==> src/rtl/bcp_dispatch.sv <==
// Clause-range scheduler feeding a bank of BCP cores: round-robin issue of one
// clause per cycle, outstanding tracking, and a single done/conflict report.
module bcp_dispatch #(
  parameter int NUM_UNITS   = 4,
  parameter int CLAUSE_BITS = 10
) (
  input  logic                   clock,
  input  logic                   reset,
  input  logic                   start,
  input  logic [CLAUSE_BITS-1:0] start_clause,
  input  logic [CLAUSE_BITS-1:0] end_clause,
  input  logic                   abort,
  input  logic [NUM_UNITS-1:0]   unit_ready,
  output logic [NUM_UNITS-1:0]   unit_valid,
  output logic [CLAUSE_BITS-1:0] unit_clause_idx,
  input  logic [NUM_UNITS-1:0]   unit_done,
  input  logic [NUM_UNITS-1:0]   unit_conflict,
  output logic                   busy,
  output logic                   done,
  output logic                   conflict,
  output logic [CLAUSE_BITS-1:0] conflict_clause
);

  localparam int PTR_W = (NUM_UNITS > 1) ? $clog2(NUM_UNITS) : 1;

  // state    | meaning
  // S_IDLE   | waiting for start
  // S_ISSUE  | handing clauses to free cores
  // S_DRAIN  | no more issue, waiting for outstanding cores
  // S_REPORT | one-cycle done pulse with conflict result
  typedef enum logic [1:0] {S_IDLE, S_ISSUE, S_DRAIN, S_REPORT} state_e;

  state_e                 state_q, state_d;
  logic [CLAUSE_BITS-1:0] next_idx_q, next_idx_d;
  logic [CLAUSE_BITS-1:0] end_idx_q, end_idx_d;
  logic [NUM_UNITS-1:0]   outstanding_q, outstanding_d;
  logic [CLAUSE_BITS-1:0] slot_idx_q [NUM_UNITS];
  logic [CLAUSE_BITS-1:0] slot_idx_d [NUM_UNITS];
  logic [PTR_W-1:0]       rr_ptr_q, rr_ptr_d;
  logic                   conf_seen_q, conf_seen_d;
  logic [CLAUSE_BITS-1:0] conf_idx_q, conf_idx_d;

  logic [NUM_UNITS-1:0]   eligible;
  logic                   issue_en;
  logic                   issue_hit;
  logic                   issue_fire;
  logic [PTR_W-1:0]       issue_unit;
  logic [PTR_W:0]         cand;

  logic [NUM_UNITS-1:0]   done_hit;
  logic [NUM_UNITS-1:0]   conf_hit;
  logic                   conf_set;
  logic [CLAUSE_BITS-1:0] conf_new_idx;

  // Round-robin pick: first eligible unit at or after rr_ptr, modulo NUM_UNITS.
  always_comb begin
    eligible   = unit_ready & ~outstanding_q;
    issue_en   = (state_q == S_ISSUE) && !conf_seen_q && (next_idx_q != end_idx_q);
    issue_hit  = 1'b0;
    issue_unit = '0;
    cand       = '0;
    for (int i = 0; i < NUM_UNITS; i++) begin
      cand = {1'b0, rr_ptr_q} + (PTR_W+1)'(i);
      if (cand >= (PTR_W+1)'(NUM_UNITS)) begin
        cand = cand - (PTR_W+1)'(NUM_UNITS);
      end
      if (!issue_hit && eligible[cand[PTR_W-1:0]]) begin
        issue_hit  = 1'b1;
        issue_unit = cand[PTR_W-1:0];
      end
    end
    issue_fire = issue_en && issue_hit;
  end

  always_comb begin
    unit_valid      = '0;
    unit_clause_idx = '0;
    if (issue_fire) begin
      unit_valid[issue_unit] = 1'b1;
      unit_clause_idx        = next_idx_q;
    end
  end

  // Completions only count against registered outstanding bits; lowest unit wins a tie.
  always_comb begin
    done_hit     = (state_q != S_IDLE) ? (unit_done & outstanding_q) : '0;
    conf_hit     = done_hit & unit_conflict;
    conf_set     = 1'b0;
    conf_new_idx = '0;
    for (int k = 0; k < NUM_UNITS; k++) begin
      if (!conf_set && !conf_seen_q && conf_hit[k]) begin
        conf_set     = 1'b1;
        conf_new_idx = slot_idx_q[k];
      end
    end
  end

  always_comb begin
    state_d       = state_q;
    next_idx_d    = next_idx_q;
    end_idx_d     = end_idx_q;
    outstanding_d = outstanding_q;
    slot_idx_d    = slot_idx_q;
    rr_ptr_d      = rr_ptr_q;
    conf_seen_d   = conf_seen_q;
    conf_idx_d    = conf_idx_q;

    if (abort) begin
      state_d       = S_IDLE;
      outstanding_d = '0;
    end else begin
      outstanding_d = outstanding_q & ~done_hit;
      if (conf_set) begin
        conf_seen_d = 1'b1;
        conf_idx_d  = conf_new_idx;
      end
      case (state_q)
        S_IDLE: begin
          if (start) begin
            next_idx_d  = start_clause;
            end_idx_d   = end_clause;
            conf_seen_d = 1'b0;
            conf_idx_d  = '0;
            state_d     = (start_clause >= end_clause) ? S_REPORT : S_ISSUE;
          end
        end
        S_ISSUE: begin
          if (issue_fire) begin
            outstanding_d[issue_unit] = 1'b1;
            slot_idx_d[issue_unit]    = next_idx_q;
            next_idx_d                = next_idx_q + CLAUSE_BITS'(1);
            rr_ptr_d = (issue_unit == PTR_W'(NUM_UNITS - 1)) ? '0 : issue_unit + PTR_W'(1);
          end
          if (conf_set || (issue_fire && (next_idx_d == end_idx_q))) begin
            state_d = S_DRAIN;
          end
        end
        S_DRAIN: begin
          if (outstanding_q == '0) begin
            state_d = S_REPORT;
          end
        end
        S_REPORT: begin
          state_d = S_IDLE;
        end
        default: begin
          state_d = S_IDLE;
        end
      endcase
    end
  end

  always_ff @(posedge clock) begin
    if (reset) begin
      state_q       <= S_IDLE;
      next_idx_q    <= '0;
      end_idx_q     <= '0;
      outstanding_q <= '0;
      slot_idx_q    <= '{default: '0};
      rr_ptr_q      <= '0;
      conf_seen_q   <= 1'b0;
      conf_idx_q    <= '0;
    end else begin
      state_q       <= state_d;
      next_idx_q    <= next_idx_d;
      end_idx_q     <= end_idx_d;
      outstanding_q <= outstanding_d;
      slot_idx_q    <= slot_idx_d;
      rr_ptr_q      <= rr_ptr_d;
      conf_seen_q   <= conf_seen_d;
      conf_idx_q    <= conf_idx_d;
    end
  end

  always_comb begin
    busy            = (state_q != S_IDLE);
    done            = (state_q == S_REPORT);
    conflict        = done && conf_seen_q;
    conflict_clause = conflict ? conf_idx_q : '0;
  end

endmodule

==> config.mk <==
export PLATFORM = sky130hd
export DESIGN_NAME = bcp_dispatch
export DESIGN_NICKNAME = d
export VERILOG_FILES = /design/src/rtl/bcp_dispatch.sv
export SDC_FILE = /design/constraint.sdc
export NUM_CORES = 1
export LEC_CHECK = 0
export CORE_MARGIN = 2
export CORE_UTILIZATION = 40
export DETAILED_ROUTE_END_ITERATION = 10
export GPL_TIMING_DRIVEN = 0
export SLEW_MARGIN = 10
export SYNTH_ARGS = -nofsm -noshare
export SYNTH_HDL_FRONTEND = slang
export SYNTH_SLANG_ARGS = --single-unit
==> constraint.sdc <==
create_clock -name clock -period 4.1 [get_ports clock]
set_clock_uncertainty 0.15 [all_clocks]
set_input_delay 0.82 -clock clock [delete_from_list [all_inputs] [get_ports clock]]
set_output_delay 0.82 -clock clock [all_outputs]
set_load 0.005 [all_outputs]
==> results of run 1 <==
area by class of cell:
type | count | area share (%)
plain buffers | 41 | 3.284
clock inverters | 6 | 1.153
inverters | 24 | 1.566
clock buffers | 10 | 4.154
repair buffers | 62 | 10.79
well taps | 143 | 3.110
flip-flops and latches | 79 | 27.49
multi-input cells | 457 | 48.46
cell families (layout without fill, tap and decap cells):
logic type	count (synthesis)	after routing	synth area share [%]
and+or+nand+nor	240	240	25.21
muxes	6	6	1.321
xor gates and xnor gates	20	20	4.098
DFF	79	79	34.08
buffers and inverters	66	143	6.012
adders and majority gates	21	21	5.662
AOI/OAI and AO/OA	170	170	23.62
critical path: stages:
cell,delay [ps]
clkdlybuf4s50_1,460
nor2b_1,250
o41a_1,260
o31a_4,280
clkbuf_4,250
and2_1,180
clkdlybuf4s50_1,510
sequential cells by signal, summed over array words and instances (netlist names):
signal,count
conf_idx_q,10
conf_seen_q,1
end_idx_q,10
next_idx_q,10
outstanding_q,4
rr_ptr_q,2
slot_idx_q,40
state_q,2
routing by layer:
metal  vias up  GRT usage (%)
met1      2165          35.06
li1       2280              -
met4         0          5.103
met3        14          5.607
met5         -              0
met2       214          35.88
power breakdown:
group | switching (mW) | internal [mW]
registers | 0.0160 | 0.785
logic | 0.228 | 0.143
clock network | 0.336 | 0.491
metrics by stage:
stage,hold WS (ps),power (mW),setup WS [ps],util (%),TNS [ps]
floorplan,283.2,1.040,490.3,-,0
global placement,292.9,1.175,-334.8,47.85,-841.3
detailed placement,295.8,1.179,-365.7,47.85,-962.1
CTS,305.7,2.000,10.95,50.51,0
global route,320.8,2.078,13.85,50.60,0
finish,303.5,1.999,120.8,50.60,0
cell usage after synthesis, drive strengths merged (10+ instances only):
cell type   n
nand2      89
a21oi      79
dfxtp      79
nand3      48
nor2       35
clkbuf     27
inv        24
o21ai      22
ha         21
and2       18
buf        15
and3       14
xor2       10
path summary, 6_finish.rpt:
check / start / to / slack, ps / depth (start not counted)
setup / recovery: unit_ready[3] / unit_valid[2] / 120 / 7
hold / removal: slot_idx_q[19]$_SDFFE_PP0P_ / slot_idx_q[19]$_SDFFE_PP0P_ / 300 / 2
setup reg to reg: next_idx_q[9]$_SDFFE_PP0P_ / state_q[1]$_SDFFE_PP0P_ / 310 / 11
hold reg to reg: slot_idx_q[19]$_SDFFE_PP0P_ / slot_idx_q[19]$_SDFFE_PP0P_ / 300 / 2
timing repair:
action / in CTS / in global routing
pin swaps: 0 / 0
resized for setup: 1 / 5
cloned: 0 / 0
setup endpoints to repair: 5 / 4
==> flow_metrics.env, run 1 <==
export IMPL_viasPerCell=5.685
export IMPL_start_util_pct=40.82
export IMPL_dp_cells=807
export IMPL_finalCriticalPeriod_ps=3979
export IMPL_synth_nets=659
export IMPL_synthFlopType="dfxtp_1"
export IMPL_critPathRequiredTime_ps=3130
export IMPL_maxCapViolations=0
export IMPL_grt_max_degree=18
export IMPL_cts_buffers=9
export IMPL_drt_wl_total_um=15000
export IMPL_ios=63
export IMPL_die_w_um=111.7
export IMPL_crit_path_start_kind="input pin"
export IMPL_grt_overflow=0
export IMPL_synth_top_area_share_pct=34.08
export IMPL_seq_area_um2=1582
export IMPL_final_cells=822
export IMPL_holdCritPathClass="register to register"
export IMPL_crit_path_end_kind="primary output"
export IMPL_drt_iter0_markers=509
export IMPL_synthTopCellsByArea="dfxtp_1 (34%), a21oi_1 (8.5%), nand2_1 (6.9%)"
export IMPL_cts_max_path_buffers=2
export IMPL_ctsHoldBuffers=0
export IMPL_synth_warning_count=0
export IMPL_final_common_cell="nand2_1"
export IMPL_die_area_um2=12480
export IMPL_finalHoldViolations=0
export IMPL_rows=39
export IMPL_core_um2=11370
export IMPL_n_fill_cell=1171
export IMPL_p_leak_nw=2.214
export IMPL_syn_to_final_growth_pct=23.97
export IMPL_clock_latency_ps=340
export IMPL_wl_per_cell_um=18.24
export IMPL_met1_length_um=7055
export IMPL_multi_input_area_um2=2788
export IMPL_track_usage_pct=23.93
export IMPL_postSynthAreaPerCell_um2=7.709
export IMPL_cts_htree_levels=3
export IMPL_tightest_slew_ps=884.7
export IMPL_topRoutingLayerUsed="met4"
export IMPL_cp_arrival_ps=3010
export IMPL_antenna_found_initial=0
export IMPL_design_area_um2=5753
export IMPL_cts_tree="yes"
export IMPL_met2_length_um=6376
export IMPL_post_route_period_util_pct=97.05
export IMPL_layout_common_cells="nand2_1 (85), a21oi_1 (79), dfxtp_1 (79), clkdlybuf4s50_1 (62), nand3_1 (48)"
export IMPL_drc=0
export IMPL_wl_met3_um=1389
export IMPL_synth_edff_count=0
export IMPL_syn_area_um2=4641
export IMPL_place_hpwl_um=11110
export IMPL_drive_gt1_share_pct=6.922
export IMPL_dr_pass1_iters=6
export IMPL_place_congestion=0.8907
export IMPL_num_vias=4673
export IMPL_criticalPathCategory="input pin to primary output"
export IMPL_rsz0062_at_grt="false"
export IMPL_irDropWorstVdd_mv=0.2050
export IMPL_die_h_um=111.7
export IMPL_grt_pass1_wl_um=23680
export IMPL_p_per_area_nw_per_um2=347.5
export IMPL_grt_pass1_vias=4433
export IMPL_num_antenna_cells=0
export IMPL_finalSetupViolCount=0
export IMPL_cts_root_buf="clkbuf_16"
export IMPL_fmax_mhz=251.3
export IMPL_crit_fanout=17
export IMPL_io_buffers=62
export IMPL_nNetsFinal=731
export IMPL_ys_ff_latch=79
export IMPL_synth_cells=602
export IMPL_postPlaceCellArea_um2=5440
export IMPL_cts_sinks=79
export IMPL_slew_viol_final=0
export IMPL_postRouteAntennaNets=0
export IMPL_async_reset_ff_share_pct=0
export IMPL_synth_distinct_cells=58
export IMPL_yosysTopAreaCell="dfxtp_1"
export IMPL_cts_reportedPaths_clkPinSlew_ps=60
export IMPL_synth_seq_area_share_pct=34.08
export IMPL_post_cts_buffers=0
export IMPL_status="completed"
export IMPL_slew_headroom_pct=40.80
(Power assumes the default switching activity.)
==> inputs of run 2 (changes only) <==
--- a/config.mk
+++ b/config.mk
@@ -5,6 +5,7 @@
 export SDC_FILE = /design/constraint.sdc
 export NUM_CORES = 1
 export LEC_CHECK = 0
+export CORE_ASPECT_RATIO = 1.1
 export CORE_MARGIN = 2
 export CORE_UTILIZATION = 40
 export DETAILED_ROUTE_END_ITERATION = 10
==> flow_metrics.env, run 2 (synthesized netlist as in run 1, its figures left out) <==
export IMPL_drive_gt1_share_pct=6.912
export IMPL_p_seq_share_pct=40.2
export IMPL_p_sw_uw=587.3
export IMPL_switching_share_pct=29.54
export IMPL_core_um2=11390
export IMPL_cts_buffers=9
export IMPL_rsz0062_at_grt="false"
export IMPL_grt_max_degree=18
export IMPL_cts_sinks=79
export IMPL_grt_pass1_vias=4400
export IMPL_finalHoldViolations=0
export IMPL_worst_path_max_delay_cell="clkdlybuf4s50_1"
export IMPL_die_h_um=117.0
export IMPL_cp_arrival_ps=3020
export IMPL_crit_path_end_kind="primary output"
export IMPL_antenna_found_initial=0
export IMPL_r2r_setup_slack_ps=310
export IMPL_worst_path_buf_inv=3
export IMPL_fmax_mhz=250.9
export IMPL_cts_htree_levels=3
export IMPL_track_usage_pct=24.97
export IMPL_post_route_period_util_pct=97.20
export IMPL_wl_per_cell_um=18.67
export IMPL_met2_length_um=7442
export IMPL_num_antenna_cells=0
export IMPL_worstHoldEndpoint="slot_idx_q[13]$_SDFFE_PP0P_"
export IMPL_holdCritPathClass="register to register"
export IMPL_place_hpwl_um=11400
export IMPL_rr_endpoint="state_q[1]$_SDFFE_PP0P_"
export IMPL_io_buffers=62
export IMPL_cts_reportedPaths_clkPinSlew_ps=60
export IMPL_slew_viol_final=0
export IMPL_ctsHoldBuffers=0
export IMPL_rows=41
export IMPL_finalSetupViolCount=0
export IMPL_critPathRequiredTime_ps=3130
export IMPL_final_cells=830
export IMPL_reg2reg_depth=11
export IMPL_tightest_slew_ps=846.9
export IMPL_irDropWorstVdd_mv=0.1749
export IMPL_dr_pass1_iters=7
export IMPL_crit_path_start_kind="input pin"
export IMPL_design_area_um2=5763
export IMPL_drt_wl_total_um=15490
export IMPL_postPlaceCellArea_um2=5449
export IMPL_finalSetupTns_ps=0
export IMPL_postRouteAntennaNets=0
export IMPL_internal_power_mw=1.401
export IMPL_maxCapViolations=0
export IMPL_finalCriticalPeriod_ps=3985
export IMPL_crit_fanout=17
export IMPL_drc=0
export IMPL_p_comb_share_pct=18.8
export IMPL_cp_slowest_stage_delay_ps=520
export IMPL_viasPerCell=5.700
export IMPL_start_util_pct=40.75
export IMPL_grt_pass1_wl_um=23540
export IMPL_wl_met3_um=984
export IMPL_criticalPathCategory="input pin to primary output"
export IMPL_largest_reg_flops=40
export IMPL_topRoutingLayerUsed="met4"
export IMPL_die_w_um=106.7
export IMPL_num_vias=4731
export IMPL_syn_to_final_growth_pct=24.18
export IMPL_nNetsFinal=732
export IMPL_final_common_cell="nand2_1"
export IMPL_slew_headroom_pct=43.33
export IMPL_ios=63
export IMPL_layout_common_cells="nand2_1 (85), a21oi_1 (79), dfxtp_1 (79), clkdlybuf4s50_1 (62), nand3_1 (48)"
export IMPL_drt_iter0_markers=287
export IMPL_die_area_um2=12480
export IMPL_top_register="slot_idx_q"
export IMPL_p_clk_share_pct=41.0
export IMPL_path_cells="clkdlybuf4s50_1 > nor2b_2 > o41a_1 > o31a_4 > clkbuf_4 > and2_1 > clkdlybuf4s50_1"
export IMPL_cts_tree="yes"
export IMPL_clock_latency_ps=340
export IMPL_cts_root_buf="clkbuf_16"
export IMPL_grt_overflow=0
export IMPL_place_congestion=0.9245
export IMPL_hold_ws_ps=307.6
export IMPL_cp_top_family="buffers and inverters"
export IMPL_whs_path_depth=2
export IMPL_cts_max_path_buffers=2
export IMPL_path_common_cell="clkdlybuf4s50_1"
export IMPL_met1_length_um=6168
export IMPL_status="completed"
export IMPL_r2r_start="next_idx_q[9]$_SDFFE_PP0P_"
export IMPL_min_from="slot_idx_q[13]$_SDFFE_PP0P_"
export IMPL_p_leak_nw=2.211
export IMPL_n_fill_cell=1128
export IMPL_dp_cells=814
export IMPL_p_per_area_nw_per_um2=345.0
[run 2: cell types whose count changed in the layout (fill, tap and decap cells not counted), sizes merged]
cell / change
clkinvlp: +2
inv: -1
clkbuf: -1
buf: +1
[run 2: area by class of cell]
class / count / area [um^2] / share of cell area [%]
multi-input cells: 457 / 2789 / 48.39
flip-flops and latches: 79 / 1582 / 27.44
clock buffers: 9 / 225.2 / 3.908
clock inverters: 7 / 72.57 / 1.259
well taps: 150 / 187.7 / 3.257
repair buffers: 63 / 628.1 / 10.90
inverters: 24 / 90.09 / 1.563
plain buffers: 41 / 188.9 / 3.278
[run 2: repair_timing]
item,CTS,global route
endpoints found under the hold margin,0,0
resized for setup,1,4
setup endpoints to repair,12,5
buffers inserted,1,0
pin swaps,1,0
[run 2: tightest hold or removal path: cells and delay by family (launching register included)]
kind / cells / cell delay, ps
compound gates: 1 / 50
flops: 1 / 310
simple gates: 1 / 50
[run 2: how the worst max path moves through the flow]
stage / from / endpoint / slack [ps] / depth (start not counted)
2_1_floorplan: unit_ready[2] / state_q[1]$_SDFFE_PP0P_ / 490 / 11
5_1_grt: unit_ready[3] / unit_valid[0] / 1 / 7
3_3_place_gp: unit_ready[2] / state_q[1]$_SDFFE_PP0P_ / -430 / 12
4_1_cts: unit_ready[2] / unit_valid[1] / 6 / 7
3_5_place_dp: unit_ready[2] / state_q[1]$_SDFFE_PP0P_ / -500 / 12
6_report: unit_ready[2] / unit_valid[1] / 110 / 7
[run 2: power groups by stage]
stage	Sequential, mW	Combinational (mW)	Clock [mW]
global route	0.802	0.402	0.858
floorplan	0.813	0.227	0
detailed placement	0.817	0.364	0
CTS	0.799	0.366	0.821
finish	0.800	0.374	0.815
global placement	0.816	0.361	0
[run 2: metal layers]
metal  vias to the layer above  track usage (%)
met3                        63            3.488
met5                         -                0
met1                      2176            28.84
li1                       2279                -
met2                       213            43.40
met4                         0            16.62
[run 2: metrics by stage]
step / setup slack (ps) / power [mW] / utilization, %
after floorplan: 490.3 / 1.040 / -
after global placement: -427.1 / 1.178 / 47.85
after detailed placement: -504.8 / 1.180 / 47.85
after CTS: 6.091 / 1.987 / 50.51
after global routing: 1.388 / 2.062 / 50.60
final: 114.8 / 1.988 / 50.60
==> inputs of run 3 (changes only) <==
--- a/config.mk
+++ b/config.mk
@@ -10,6 +10,7 @@
 export CORE_UTILIZATION = 40
 export DETAILED_ROUTE_END_ITERATION = 10
 export GPL_TIMING_DRIVEN = 0
+export HOLD_SLACK_MARGIN = 0.03
 export SLEW_MARGIN = 10
 export SYNTH_ARGS = -nofsm -noshare
 export SYNTH_HDL_FRONTEND = slang
==> constraint.sdc (replaced) <==
create_clock -name clock -period 3.8 [get_ports clock]
set_clock_uncertainty 0.15 [all_clocks]
set_input_delay 0.76 -clock clock [delete_from_list [all_inputs] [get_ports clock]]
set_output_delay 0.76 -clock clock [all_outputs]
set_load 0.005 [all_outputs]
==> flow_metrics.env, run 3 (synthesized netlist as in run 1, its figures left out) <==
export IMPL_place_congestion=0.9245
export IMPL_syn_to_final_growth_pct=26.42
export IMPL_cp_arrival_ps=3900
export IMPL_grt_max_degree=15
export IMPL_cts_htree_levels=3
export IMPL_cts_buffers=9
export IMPL_criticalPathCategory="input pin to register"
export IMPL_slew_viol_final=0
export IMPL_drc=0
export IMPL_hold_ws_ps=306.0
export IMPL_tightest_slew_ps=836.8
export IMPL_io_buffers=62
export IMPL_crit_path_start_kind="input pin"
export IMPL_postRouteAntennaNets=0
export IMPL_rows=41
export IMPL_p_per_area_nw_per_um2=368.3
export IMPL_internal_power_mw=1.523
export IMPL_switching_share_pct=29.52
export IMPL_status="completed"
export IMPL_num_antenna_cells=0
export IMPL_cp_slowest_stage_delay_ps=450
export IMPL_drt_iter0_markers=289
export IMPL_irDropWorstVdd_mv=0.1843
export IMPL_postPlaceCellArea_um2=5449
export IMPL_start_util_pct=40.75
export IMPL_p_comb_share_pct=19.6
export IMPL_design_area_um2=5867
export IMPL_largest_reg_flops=40
export IMPL_p_clk_share_pct=40.4
export IMPL_finalCriticalPeriod_ps=3784
export IMPL_cts_tree="yes"
export IMPL_min_from="slot_idx_q[12]$_SDFFE_PP0P_"
export IMPL_finalSetupViolCount=0
export IMPL_grt_pass1_vias=4403
export IMPL_top_register="slot_idx_q"
export IMPL_die_area_um2=12480
export IMPL_viasPerCell=5.691
export IMPL_fmax_mhz=264.3
export IMPL_num_vias=4735
export IMPL_final_core_util_pct=51.52
export IMPL_grt_pass1_wl_um=23560
export IMPL_core_um2=11390
export IMPL_path_cells="clkdlybuf4s50_1 > nor2b_2 > o41a_1 > o31a_4 > buf_6 > ha_4 > xor2_1 > nor4_2 > o311ai_2 > a2111oi_4 > mux2_4 > o211ai_2"
export IMPL_antenna_found_initial=0
export IMPL_post_route_period_util_pct=99.58
export IMPL_setup_slack_ps=15.99
export IMPL_final_common_cell="nand2_1"
export IMPL_finalHoldViolations=0
export IMPL_layout_common_cells="nand2_1 (85), a21oi_1 (79), dfxtp_1 (79), clkdlybuf4s50_1 (60), nand3_1 (48)"
export IMPL_dp_slack_ps=-744.8
export IMPL_cp_top_family="compound AO/OA/AOI/OAI gates"
export IMPL_whs_path_depth=2
export IMPL_dr_pass1_iters=5
export IMPL_critPathRequiredTime_ps=3920
export IMPL_grt_overflow=0
export IMPL_worst_path_max_delay_cell="o41a_1"
export IMPL_finalSetupTns_ps=0
export IMPL_p_total_mw=2.161
export IMPL_p_sw_uw=637.8
export IMPL_holdCritPathClass="register to register"
export IMPL_drt_wl_total_um=15570
export IMPL_final_cells=832
export IMPL_die_h_um=117.0
export IMPL_p_leak_nw=2.249
export IMPL_worstHoldEndpoint="slot_idx_q[12]$_SDFFE_PP0P_"
export IMPL_reg2reg_depth=12
export IMPL_maxCapViolations=0
export IMPL_cp_depth=12
export IMPL_p_seq_share_pct=40.0
export IMPL_drive_gt1_share_pct=8.944
export IMPL_rsz0062_at_grt="true"
export IMPL_track_usage_pct=24.99
export IMPL_clock_latency_ps=340
export IMPL_cts_root_buf="clkbuf_16"
export IMPL_crit_fanout=7
export IMPL_rr_endpoint="state_q[1]$_SDFFE_PP0P_"
export IMPL_wl_per_cell_um=18.72
export IMPL_slew_headroom_pct=44.01
export IMPL_nNetsFinal=734
export IMPL_r2r_start="next_idx_q[9]$_SDFFE_PP0P_"
export IMPL_r2r_setup_slack_ps=40
export IMPL_crit_path_end_kind="register"
export IMPL_cts_reportedPaths_clkPinSlew_ps=60
export IMPL_cts_sinks=79
export IMPL_worst_path_buf_inv=2
export IMPL_cts_max_path_buffers=2
export IMPL_place_hpwl_um=11400
export IMPL_dp_cells=814
export IMPL_ios=63
export IMPL_die_w_um=106.7
## run 3: per-layer routing
metal	track usage, %	vias up	part of all wire [%]
li1	-	2283	-
met1	28.95	2175	40
met2	43.44	214	48
met3	3.378	63	6.1
met4	16.62	0	5.8
met5	0	-	0
## run 3: worst max-delay path by stage
stage | startpoint | slack, ps | to
floorplan | unit_ready[2] | 250 | state_q[1]$_SDFFE_PP0P_
CTS | unit_ready[0] | 3 | unit_valid[0]
detailed placement | unit_ready[2] | -740 | state_q[1]$_SDFFE_PP0P_
global route | next_idx_q[9]$_SDFFE_PP0P_ | -50 | state_q[1]$_SDFFE_PP0P_
finish | unit_ready[1] | 20 | state_q[1]$_SDFFE_PP0P_
global placement | unit_ready[2] | -670 | state_q[1]$_SDFFE_PP0P_
## run 3: final cells by class
| class | instances | area (um^2) |
|---|---|---|
| clock inverter | 7 | 72.57 |
| inverter | 24 | 90.09 |
| clock buffer | 9 | 225.2 |
| timing repair buffer | 65 | 645.6 |
| multi-input combinational | 457 | 2872 |
| fill | 1124 | 5522 |
| sequential | 79 | 1582 |
| tap | 150 | 187.7 |
| buffer | 41 | 192.7 |
## run 3: power by group through the flow
stage / Clock [mW] / Combinational, mW / Sequential (mW)
finish: 0.873 / 0.424 / 0.864
global placement: 0 / 0.390 / 0.881
CTS: 0.886 / 0.400 / 0.863
global route: 0.926 / 0.454 / 0.866
floorplan: 0 / 0.245 / 0.877
detailed placement: 0 / 0.392 / 0.881
## run 3: what timing repair did
| item | CTS | global route |
|---|---|---|
| pin swaps | 3 | 4 |
| resized for setup | 8 | 21 |
| cloned | 0 | 1 |
| setup buffers | 1 | 1 |
| setup endpoints to repair | 16 | 16 |
| hold buffers | 0 | 0 |
## run 3: tightest hold or removal path: stages (launching register included)
cell and delay, ps:
dfxtp_1 310, nand2_1 50, a21oi_1 50
